[src/rtl/regfile_write_arbiter.sv]
// Round-robin arbiter sharing the register-file write port between ALU (A) and load (B).
// Registers the winning write, drops X31 writes, and forwards the in-flight write.
module regfile_write_arbiter #(
    parameter int DATA_WIDTH = 64,
    parameter int ADDR_WIDTH = 5
) (
    input  logic                  clk,
    input  logic                  reset,
    input  logic                  hold,
    input  logic                  req_a,
    input  logic [ADDR_WIDTH-1:0] addr_a,
    input  logic [DATA_WIDTH-1:0] data_a,
    output logic                  gnt_a,
    input  logic                  req_b,
    input  logic [ADDR_WIDTH-1:0] addr_b,
    input  logic [DATA_WIDTH-1:0] data_b,
    output logic                  gnt_b,
    output logic                  wr_en,
    output logic [ADDR_WIDTH-1:0] wr_addr,
    output logic [DATA_WIDTH-1:0] wr_data,
    output logic                  drop,
    input  logic [ADDR_WIDTH-1:0] rd_addr,
    output logic                  fwd_hit,
    output logic [DATA_WIDTH-1:0] fwd_data
);

    typedef enum logic {
        SRC_A = 1'b0,
        SRC_B = 1'b1
    } src_e;

    localparam logic [ADDR_WIDTH-1:0] ZERO_REG = {ADDR_WIDTH{1'b1}};

    src_e                  last;
    logic                  any_gnt;
    logic [ADDR_WIDTH-1:0] sel_addr;
    logic [DATA_WIDTH-1:0] sel_data;
    logic                  sel_zero;

    // Contested cycles go to whichever source was not granted last.
    always_comb begin
        gnt_a = 1'b0;
        gnt_b = 1'b0;
        if (!reset && !hold) begin
            gnt_a = req_a && (!req_b || last == SRC_B);
            gnt_b = req_b && (!req_a || last == SRC_A);
        end
    end

    assign any_gnt = gnt_a || gnt_b;

    always_comb begin
        sel_addr = addr_a;
        sel_data = data_a;
        unique case (1'b1)
            gnt_a: begin
                sel_addr = addr_a;
                sel_data = data_a;
            end
            gnt_b: begin
                sel_addr = addr_b;
                sel_data = data_b;
            end
            default: ;
        endcase
    end

    assign sel_zero = sel_addr == ZERO_REG;

    always_ff @(posedge clk or posedge reset) begin
        if (reset) begin
            last <= SRC_B;
        end else if (any_gnt) begin
            last <= gnt_b ? SRC_B : SRC_A;
        end
    end

    // Address/data hold when idle; only the strobes clear.
    always_ff @(posedge clk or posedge reset) begin
        if (reset) begin
            wr_en   <= 1'b0;
            drop    <= 1'b0;
            wr_addr <= '0;
            wr_data <= '0;
        end else begin
            wr_en <= any_gnt && !sel_zero;
            drop  <= any_gnt && sel_zero;
            if (any_gnt) begin
                wr_addr <= sel_addr;
                wr_data <= sel_data;
            end
        end
    end

    assign fwd_hit  = wr_en && (wr_addr == rd_addr);
    assign fwd_data = wr_data;

endmodule

[config.mk]
export PLATFORM = sky130hd
export DESIGN_NAME = regfile_write_arbiter
export DESIGN_NICKNAME = d
export VERILOG_FILES = /design/src/rtl/regfile_write_arbiter.sv
export SDC_FILE = /design/constraint.sdc
export NUM_CORES = 1
export LEC_CHECK = 0
export CORE_MARGIN = 2
export CORE_UTILIZATION = 35
export CTS_BUF_LIST = sky130_fd_sc_hd__clkbuf_4 sky130_fd_sc_hd__clkbuf_8
export DETAILED_ROUTE_END_ITERATION = 10
export GPL_ROUTABILITY_DRIVEN = 0
export PLACE_DENSITY_LB_ADDON = 0.25
export SYNTH_ARGS = -nofsm -noshare
export SYNTH_HDL_FRONTEND = slang
export SYNTH_SLANG_ARGS = --single-unit
[constraint.sdc]
create_clock -name clk -period 5.25 [get_ports clk]
set_input_delay 1.3125 -clock clk [delete_from_list [all_inputs] [get_ports clk]]
set_output_delay 1.3125 -clock clk [all_outputs]
set_load 0.005 [all_outputs]
==> results of run 1 <==
-- registers in the layout, indices dropped and copies added (netlist names) --
name      flops
fwd_data     64
wr_en         1
last          1
drop          1
wr_addr       5
-- cell type report --
class	count	area [sq um]	share of cell area
Inverter	2	7.507	0.001079
Tap cell	168	210.2	0.03022
Clock buffer	11	145.1	0.02087
Clock inverter	4	45.04	0.006476
Timing Repair Buffer	292	2905	0.4177
Sequential cell	72	1803	0.2592
Multi-Input combinational cell	232	1839	0.2644
-- path summary, 6_finish.rpt --
| path | end | startpoint | cells after the start | slack (ns) |
|---|---|---|---|---|
| max | fwd_hit | rd_addr[1] | 5 | 0.98 |
| min | fwd_data[61] | fwd_data[61] | 1 | 0.54 |
| max reg2reg | fwd_data[18] | last | 4 | 3.56 |
| min reg2reg | fwd_data[61] | fwd_data[61] | 1 | 0.54 |
| max in group asynchronous | fwd_data[7] | reset | 3 | 2.65 |
| min in group asynchronous | fwd_data[54] | reset | 2 | 1.65 |
-- metrics by stage --
| step | worst slack, ns | hold slack [ns] | total power (W) |
|---|---|---|---|
| floorplan | 1.922 | 0.4928 | 0.001094 |
| global placement | 0.9575 | 0.5162 | 0.001519 |
| detailed placement | 0.9524 | 0.5249 | 0.001530 |
| CTS | 0.9430 | 0.5424 | 0.001974 |
| global route | 0.9340 | 0.5558 | 0.002053 |
| finish | 0.9820 | 0.5354 | 0.001953 |
-- cell families after synthesis --
group / synth area share
simple gates: 0.2442
flops: 0.4149
compound gates: 0.1647
buf+inv: 0.1661
xor+xnor: 0.01008
-- cell usage after synthesis, types with 2 or more instances --
cell,number
and3_1,71
dfrtp_1,71
a221o_1,69
nor3b_1,69
buf_4,65
clkbuf_1,31
buf_6,9
xor2_1,4
inv_1,2
nand2_1,2
nor2_1,2
-- power by group through the flow --
stage,Sequential [W],Clock (W),Combinational [W]
CTS,0.000758,0.000449,0.000767
detailed placement,0.000766,0,0.000765
global placement,0.000762,0,0.000757
floorplan,0.000753,0,0.000341
finish,0.000757,0.000436,0.000759
global route,0.000772,0.000472,0.000809
-- metal layers --
layer	track usage	vias to the layer above	wire, microns
met5	0	-	0
li1	-	1891	-
met1	0.2750	2037	6163
met2	0.3637	225	7488
met3	0.04759	33	1171
met4	0.09799	0	477
==> results.txt, run 1 <==
The flow ran to the end, and the final reports show no timing, DRC or antenna violations. The required time of the critical path came out at 3.94 ns. For this design the total switching power over the nets is 0.0005322 W.

The number of nets in the synthesized netlist is 561. The launching element type of the critical path is an input port. Together, buffers and inverters on the worst path number 2. The count of buffers from port buffering was 285; the final wirelength was 15.30 mm.

Using the TritonRoute via totals, the vias-per-cell ratio works out to 5.360. The tightest min-delay check is of the flop to flop type. The worst slew margin relative to its limit is 0.3402, and the number of storage elements in the synthesis netlist is 72. The share of async-settable or async-resettable flops after synthesis was 1.000; the number of antenna violations at the first check in global routing was 0. The run gives 781 as the final cell count without fillers. Setup skew after layout: 0.005284 ns.

Setup violations remaining at the end of the flow were counted as 0. The maximum number of pins on one net before global-route repair was 73; the sequential cell area fraction in the yosys report was 0.4149. The tools report the fraction of power consumed by combinational cells as 0.389. The biggest area contributor in the post-synthesis netlist is dfrtp_1. The main flop type after synthesis was dfrtp_1. The worst-case IR drop observed on VDD is 0.1197 mV. TritonCTS built the clock tree. The switching share of power came out at 0.2725. The post-placement cell count was 766. The worst setup path is of the input port to output port kind. Counting every instance in the synthesized netlist gives 413.

Max-cap violations in this run came to 0. The later pin in the worst-skew pair is clocked with a latency of 0.35 ns. Netlist area before placement: 0.004345 sq mm.

The via count of the first global-routing pass is 4097. Setup repair after global routing left no endpoint under its margin. The tools report the master cell of the clock root buffer as clkbuf_8.

Row generation in the floorplan step produced 40 rows. The tree built by TritonCTS fans out to 72 sinks. Grouping stages by cell kind, the critical path spends the most delay in buffers and inverters. The area share of the largest cell type after synthesis came out at 0.4089. The tools report the standard cell area after detailed placement as 0.006765 sq mm.

For the pin with the worst max-slew slack, the measured transition is 0.9883 ns. The total via count in the routed design is 4186. The largest single stage delay on the critical path is 0.49 ns. In this run the number of H-tree levels came out at 3. The finished cells cover 0.006955 sq mm. The utilization after layout is 0.5767, and the fraction of power consumed by the clock network is 0.223. The length of the first detailed-routing pass in iterations came out at 4.

After detailed routing, the average wire length per cell comes to 19.59 microns. The max-slew violation total from the final report is 0, and the final-layout fill cell count is 1041. The HPWL after detailed placement is 10.36 mm. The arrival time of data at the critical path endpoint came out at 2.96 ns. For this design the static power due to leakage is 2.916 nW. Final count of hold timing violations: 0. For this design the ratio of total power to cell area is 280.7 mW/mm^2. The area added between synthesis and finish came out at 60.06%. The number of enable-type register cells in the synthesized netlist was 0; the number of cells upsized or downsized after cts was 0.

The critical path goes through clkdlybuf4s50_1, xor2_1, nor4_1, and3_1, clkdlybuf4s50_1. For the antenna violation net count after detailed routing, the log shows 0. The library cells used most frequently in the layout, excluding fill and tap cells, are clkdlybuf4s50_1 (285), and3_1 (71), dfrtp_1 (71). In this run the vertical extent of the chip is 115.4 microns.

The floorplan step set the die width to 115.4 microns. The highest fanout seen on the critical path is 1. In the routed design, unresolved DRC markers number 0.

The share of the clock period used by the worst path came out at 0.8130. After synthesis, the cell types taking the most area are dfrtp_1 (41%), a221o_1 (16%), nor3b_1 (12%), buf_4 (11%), and3_1 (10%). The count of antenna diodes in the layout came out at 0. The tools report the die area as 0.01332 sq mm. The deepest clock path buffer count is 2. For this run, the number of Yosys warnings is 0.

Total I/O pin count: 286. Clock-pin slew was measured on the worst setup and hold paths at 0.07 ns. In this run the post-CTS setup repair buffer count came out at 0.

After floorplanning, the core was sized to cover 0.01206 sq mm. The violation count after the first detailed-route iteration was 264; the cell-internal power was 0.001420 W. Counting the buffers created by CTS gives 9. The worst-path cell with the longest stage delay was clkdlybuf4s50_1.

For the starting density of the core, the log shows 0.3603. In this design, the critical path's most frequently occurring cell is clkdlybuf4s50_1. Fraction of power consumed by sequential logic: 0.388. A synthesized cell averages 10.52 sq um. The fraction of layout cells with a size suffix above 1 was 0.04894; the total global routing track utilization was 0.2193.

The worst path in the final design needs a cycle of 4.268 ns, including I/O delays and setup. The library cell used most frequently in the layout, excluding fill and tap cells, is clkdlybuf4s50_1. First-pass GRT wire length: 22.66 mm. For this design, the CTS-stage hold fixing added 0 buffers. The category of the worst setup path capture point was an output port. Setup total negative slack on the finished layout was measured at 0 ns. In the final design database the tool counted 757 nets. The final global-route overflow total is 0. The fmax came out at 234.3 MHz.

Number of unique standard cell types used by synthesis: 29.
No activity file was read; power rests on OpenSTA's default activity.
==> run 2: changes to the inputs <==
--- a/config.mk
+++ b/config.mk
@@ -6,7 +6,7 @@
 export NUM_CORES = 1
 export LEC_CHECK = 0
 export CORE_MARGIN = 2
-export CORE_UTILIZATION = 35
+export CORE_UTILIZATION = 34
 export CTS_BUF_LIST = sky130_fd_sc_hd__clkbuf_4 sky130_fd_sc_hd__clkbuf_8
 export DETAILED_ROUTE_END_ITERATION = 10
 export GPL_ROUTABILITY_DRIVEN = 0
==> constraint.sdc (replaced) <==
create_clock -name clk -period 3.5 [get_ports clk]
set_input_delay 0.875 -clock clk [delete_from_list [all_inputs] [get_ports clk]]
set_output_delay 0.875 -clock clk [all_outputs]
set_load 0.005 [all_outputs]
==> run 2 against run 1 <==
Clock skew rose by 0.0014 ns. Clock power grew 50%. Final area is 1.1% higher. Register-to-register slack got worse by 1.8 ns. Worst setup slack got worse by 0.75 ns. First-iteration DRC count shrank 7.6%. Via count decreased by 1.3%. Die area rose by 2.8%. Total power is 50% higher. Critical path depth unchanged. Sequential power grew 49%. Critical path type unchanged. Largest cell class unchanged.
==> results.txt, run 2 (same netlist as run 1, synthesis figures left out) <==
The worst setup slack after layout is 0.2285 ns (was 0.9820 ns), and the y dimension of the die is 117.1 microns (was 115.4 microns). Static timing analysis puts the maximum clock frequency at 305.7 MHz. The run gives 0 (unchanged) as the count of antenna diodes in the layout. The share of the clock period used by the worst path was 0.9347; the deepest clock path buffer count was 2 (unchanged).

TritonCTS built the clock tree. The total I/O pin count is 286 (unchanged). The tools report the post-route met1 wirelength as 6.212 mm (was 6.163 mm).

The tools report the endpoint of the lowest-slack register-to-register path as fwd_data[34] (was fwd_data[18]). The antenna violation net count after detailed routing is 0 (unchanged), and the worst voltage drop across the vdd grid is 0.2187 mV (was 0.1197 mV). The via count of the first global-routing pass was 4053 (was 4097); the final count of hold timing violations was 0 (unchanged). The critical path's top delay family was buffers and inverters (unchanged).

The die area was 0.01370 sq mm (was 0.01332 sq mm); the worst slew margin relative to its limit was 0.4496 (was 0.3402). The total power density per cell area came out at 416.7 mW/mm^2 (was 280.7 mW/mm^2). Category of the worst setup path capture point: an output port (unchanged).

The total global routing track utilization was 0.2067 (was 0.2193). The post-CTS setup-driven buffer insertion count came out at 0 (unchanged). The tools report the violation count after the first detailed-route iteration as 244 (was 264). For the final total negative setup slack, the log shows 0 ns (unchanged).

The number of buffers added by the clock tree synthesis step came out at 9 (unchanged). The tools report the critical path startpoint as rd_addr[1] (unchanged). The number of buffers added to fix hold violations after cts is 0 (unchanged).

The overall power is 0.002930 W (was 0.001953 W). The tools report the length of the first detailed-routing pass in iterations as 5 (was 4). The fraction of layout cells with a size suffix above 1 is 0.05968 (was 0.04894).

The leakage power was 2.954 nW (was 2.916 nW); the required time of the critical path was 2.62 ns (was 3.94 ns). The slack of the worst reg-to-reg path came out at 1.77 ns (was 3.56 ns). Cell Chain, Critical Path: clkdlybuf4s50_1, xor2_1, nor4_1, and3_1, clkdlybuf4s50_1 (unchanged). The tools report the number of max-cap violations as 0 (unchanged). For the number of antenna violations at the first check in global routing, the log shows 0 (unchanged). The run gives 0.001839 sq mm (unchanged) as the area used by multi-input combinational logic. The number of buffer and inverter instances along the worst setup path is 2 (unchanged), and the first-pass GRT wire length is 21.89 mm (was 22.66 mm). The run finished with clean final reports.

Worst hold margin: 0.5321 ns (was 0.5354 ns). Launching element type of the critical path: an input port (unchanged). The number of nets at the end of the flow was 763 (was 757). The tools report the final-layout fill cell count as 1113 (was 1041).

The clock sink count was 72 (unchanged); the number of H-tree levels was 3 (unchanged). The worst setup path category was input port to output port (unchanged). The max-slew violation total from the final report is 0 (unchanged), and the arrival time of data at the critical path endpoint is 2.40 ns (was 2.96 ns). For the total area of sequential cells, the log shows 0.001803 sq mm (unchanged).

For the number of cell rows, the log shows 41 (was 40). The logs give 4132 (was 4186) for the total via count in the routed design and 14.86 mm (was 15.30 mm) for the final wirelength. Master cell of the clock root buffer: clkbuf_8 (unchanged). The average wire per cell in the routed design was 18.76 microns (was 19.59 microns). The count of buffers from port buffering works out to 285 (unchanged). The placeable core region is 0.01257 sq mm (was 0.01206 sq mm). Maximum number of pins on one net before global-route repair: 73 (unchanged). The met2 wire length is 7.215 mm (was 7.488 mm). The highest metal layer with signal wires was met4 (unchanged). The run gives 0.3457 (was 0.3603) as the starting density of the core.

Total setup violations reported at the end of the flow: 0 (unchanged). Setup repair after global routing left no endpoint under its margin. The logs give 0.34 ns (was 0.35 ns) for the clock latency on the worst-skew pair and 10.10 mm (was 10.36 mm) for the final HPWL from detailed placement.

The detailed-routed wire length on met3 is 1.229 mm (was 1.171 mm), and the average vias per placed instance is 5.217 (was 5.360). Class of the tightest hold or removal check: flop to flop (unchanged). Capture point of the critical path: fwd_hit (unchanged). Biggest cell delay along the critical path: 0.49 ns (about the same). The die extent in x was 117.1 microns (was 115.4 microns); the number of flip-flops under the largest register name was 64 (unchanged). Commonest cells after routing, fill and taps aside: clkdlybuf4s50_1 (285), and3_1 (71), dfrtp_1 (71) (unchanged). The logic depth of the worst path, buffers included came out at 5 (unchanged). The setup skew after layout is 0.006685 ns (was 0.005284 ns). The tools report the pre-CTS setup slack as 0.2059 ns (was 0.9524 ns). The highest fanout seen on the critical path works out to 1 (unchanged).

The clock slew at the register clock pins of the worst setup and hold paths was 0.07 ns (about the same). The most frequent cell on the critical path is clkdlybuf4s50_1 (unchanged). The leading cell type in the layout, fill and taps excluded was clkdlybuf4s50_1 (unchanged). The worst reg2reg path depth came out at 4 (unchanged). Reg-to-reg critical path startpoint: last (unchanged). The final critical path time including I/O delays and setup came out at 3.272 ns.

For the DRC violations left, the log shows 0 (unchanged). The worst-path cell with the longest stage delay was clkdlybuf4s50_1 (unchanged). The worst-margin pin slew was 0.8256 ns (was 0.9883 ns).

Area added between synthesis and finish: 61.82% (was 60.06%). The final global-route overflow total is 0 (unchanged), and the number of cells upsized or downsized after cts is 0 (unchanged).
==> run 2: cell type report <==
type,instances,share of cell area
sequential,72,0.2564
timing repair buffer,298,0.4231
multi-input combinational,232,0.2616
inverter,2,0.001068
clock inverter,4,0.006406
tap,172,0.03060
clock buffer,12,0.02082
==> run 2: metrics by stage <==
step | instance area (sq um) | utilization | cells
after floorplan | 4345 | - | 413
after global placement | 6840 | 0.5443 | 776
after detailed placement | 6840 | 0.5443 | 776
after CTS | 7032 | 0.5595 | 792
after global routing | 7032 | 0.5595 | 792
final | 7032 | 0.5595 | 792
==> run 2: layer usage <==
metal / GRT usage / up-vias
met5: 0 / -
met2: 0.3472 / 196
met1: 0.2611 / 2016
li1: - / 1907
met3: 0.05149 / 13
met4: 0.06980 / 0
==> run 2: worst min-delay path: stages (launching register included) <==
cell     delay [ns]
dfstp_2        0.39
nor2_1         0.10
a31oi_1        0.05
==> run 2: worst min-delay path by stage <==
stage / startpoint / to / slack [ns] / cells past startpoint
floorplan: last / last / 0.49 / 2
global placement: last / last / 0.52 / 2
detailed placement: last / last / 0.52 / 2
CTS: last / last / 0.53 / 2
global route: last / last / 0.55 / 2
finish: last / last / 0.53 / 2
==> run 2: power breakdown <==
part | total [W] | internal [W] | leakage (nW) | switching, W
combinational | 0.00114 | 0.000799 | 1.98 | 0.000343
clock | 0.000654 | 0.000350 | 0.104 | 0.000304
sequential | 0.00113 | 0.000989 | 0.867 | 0.000144
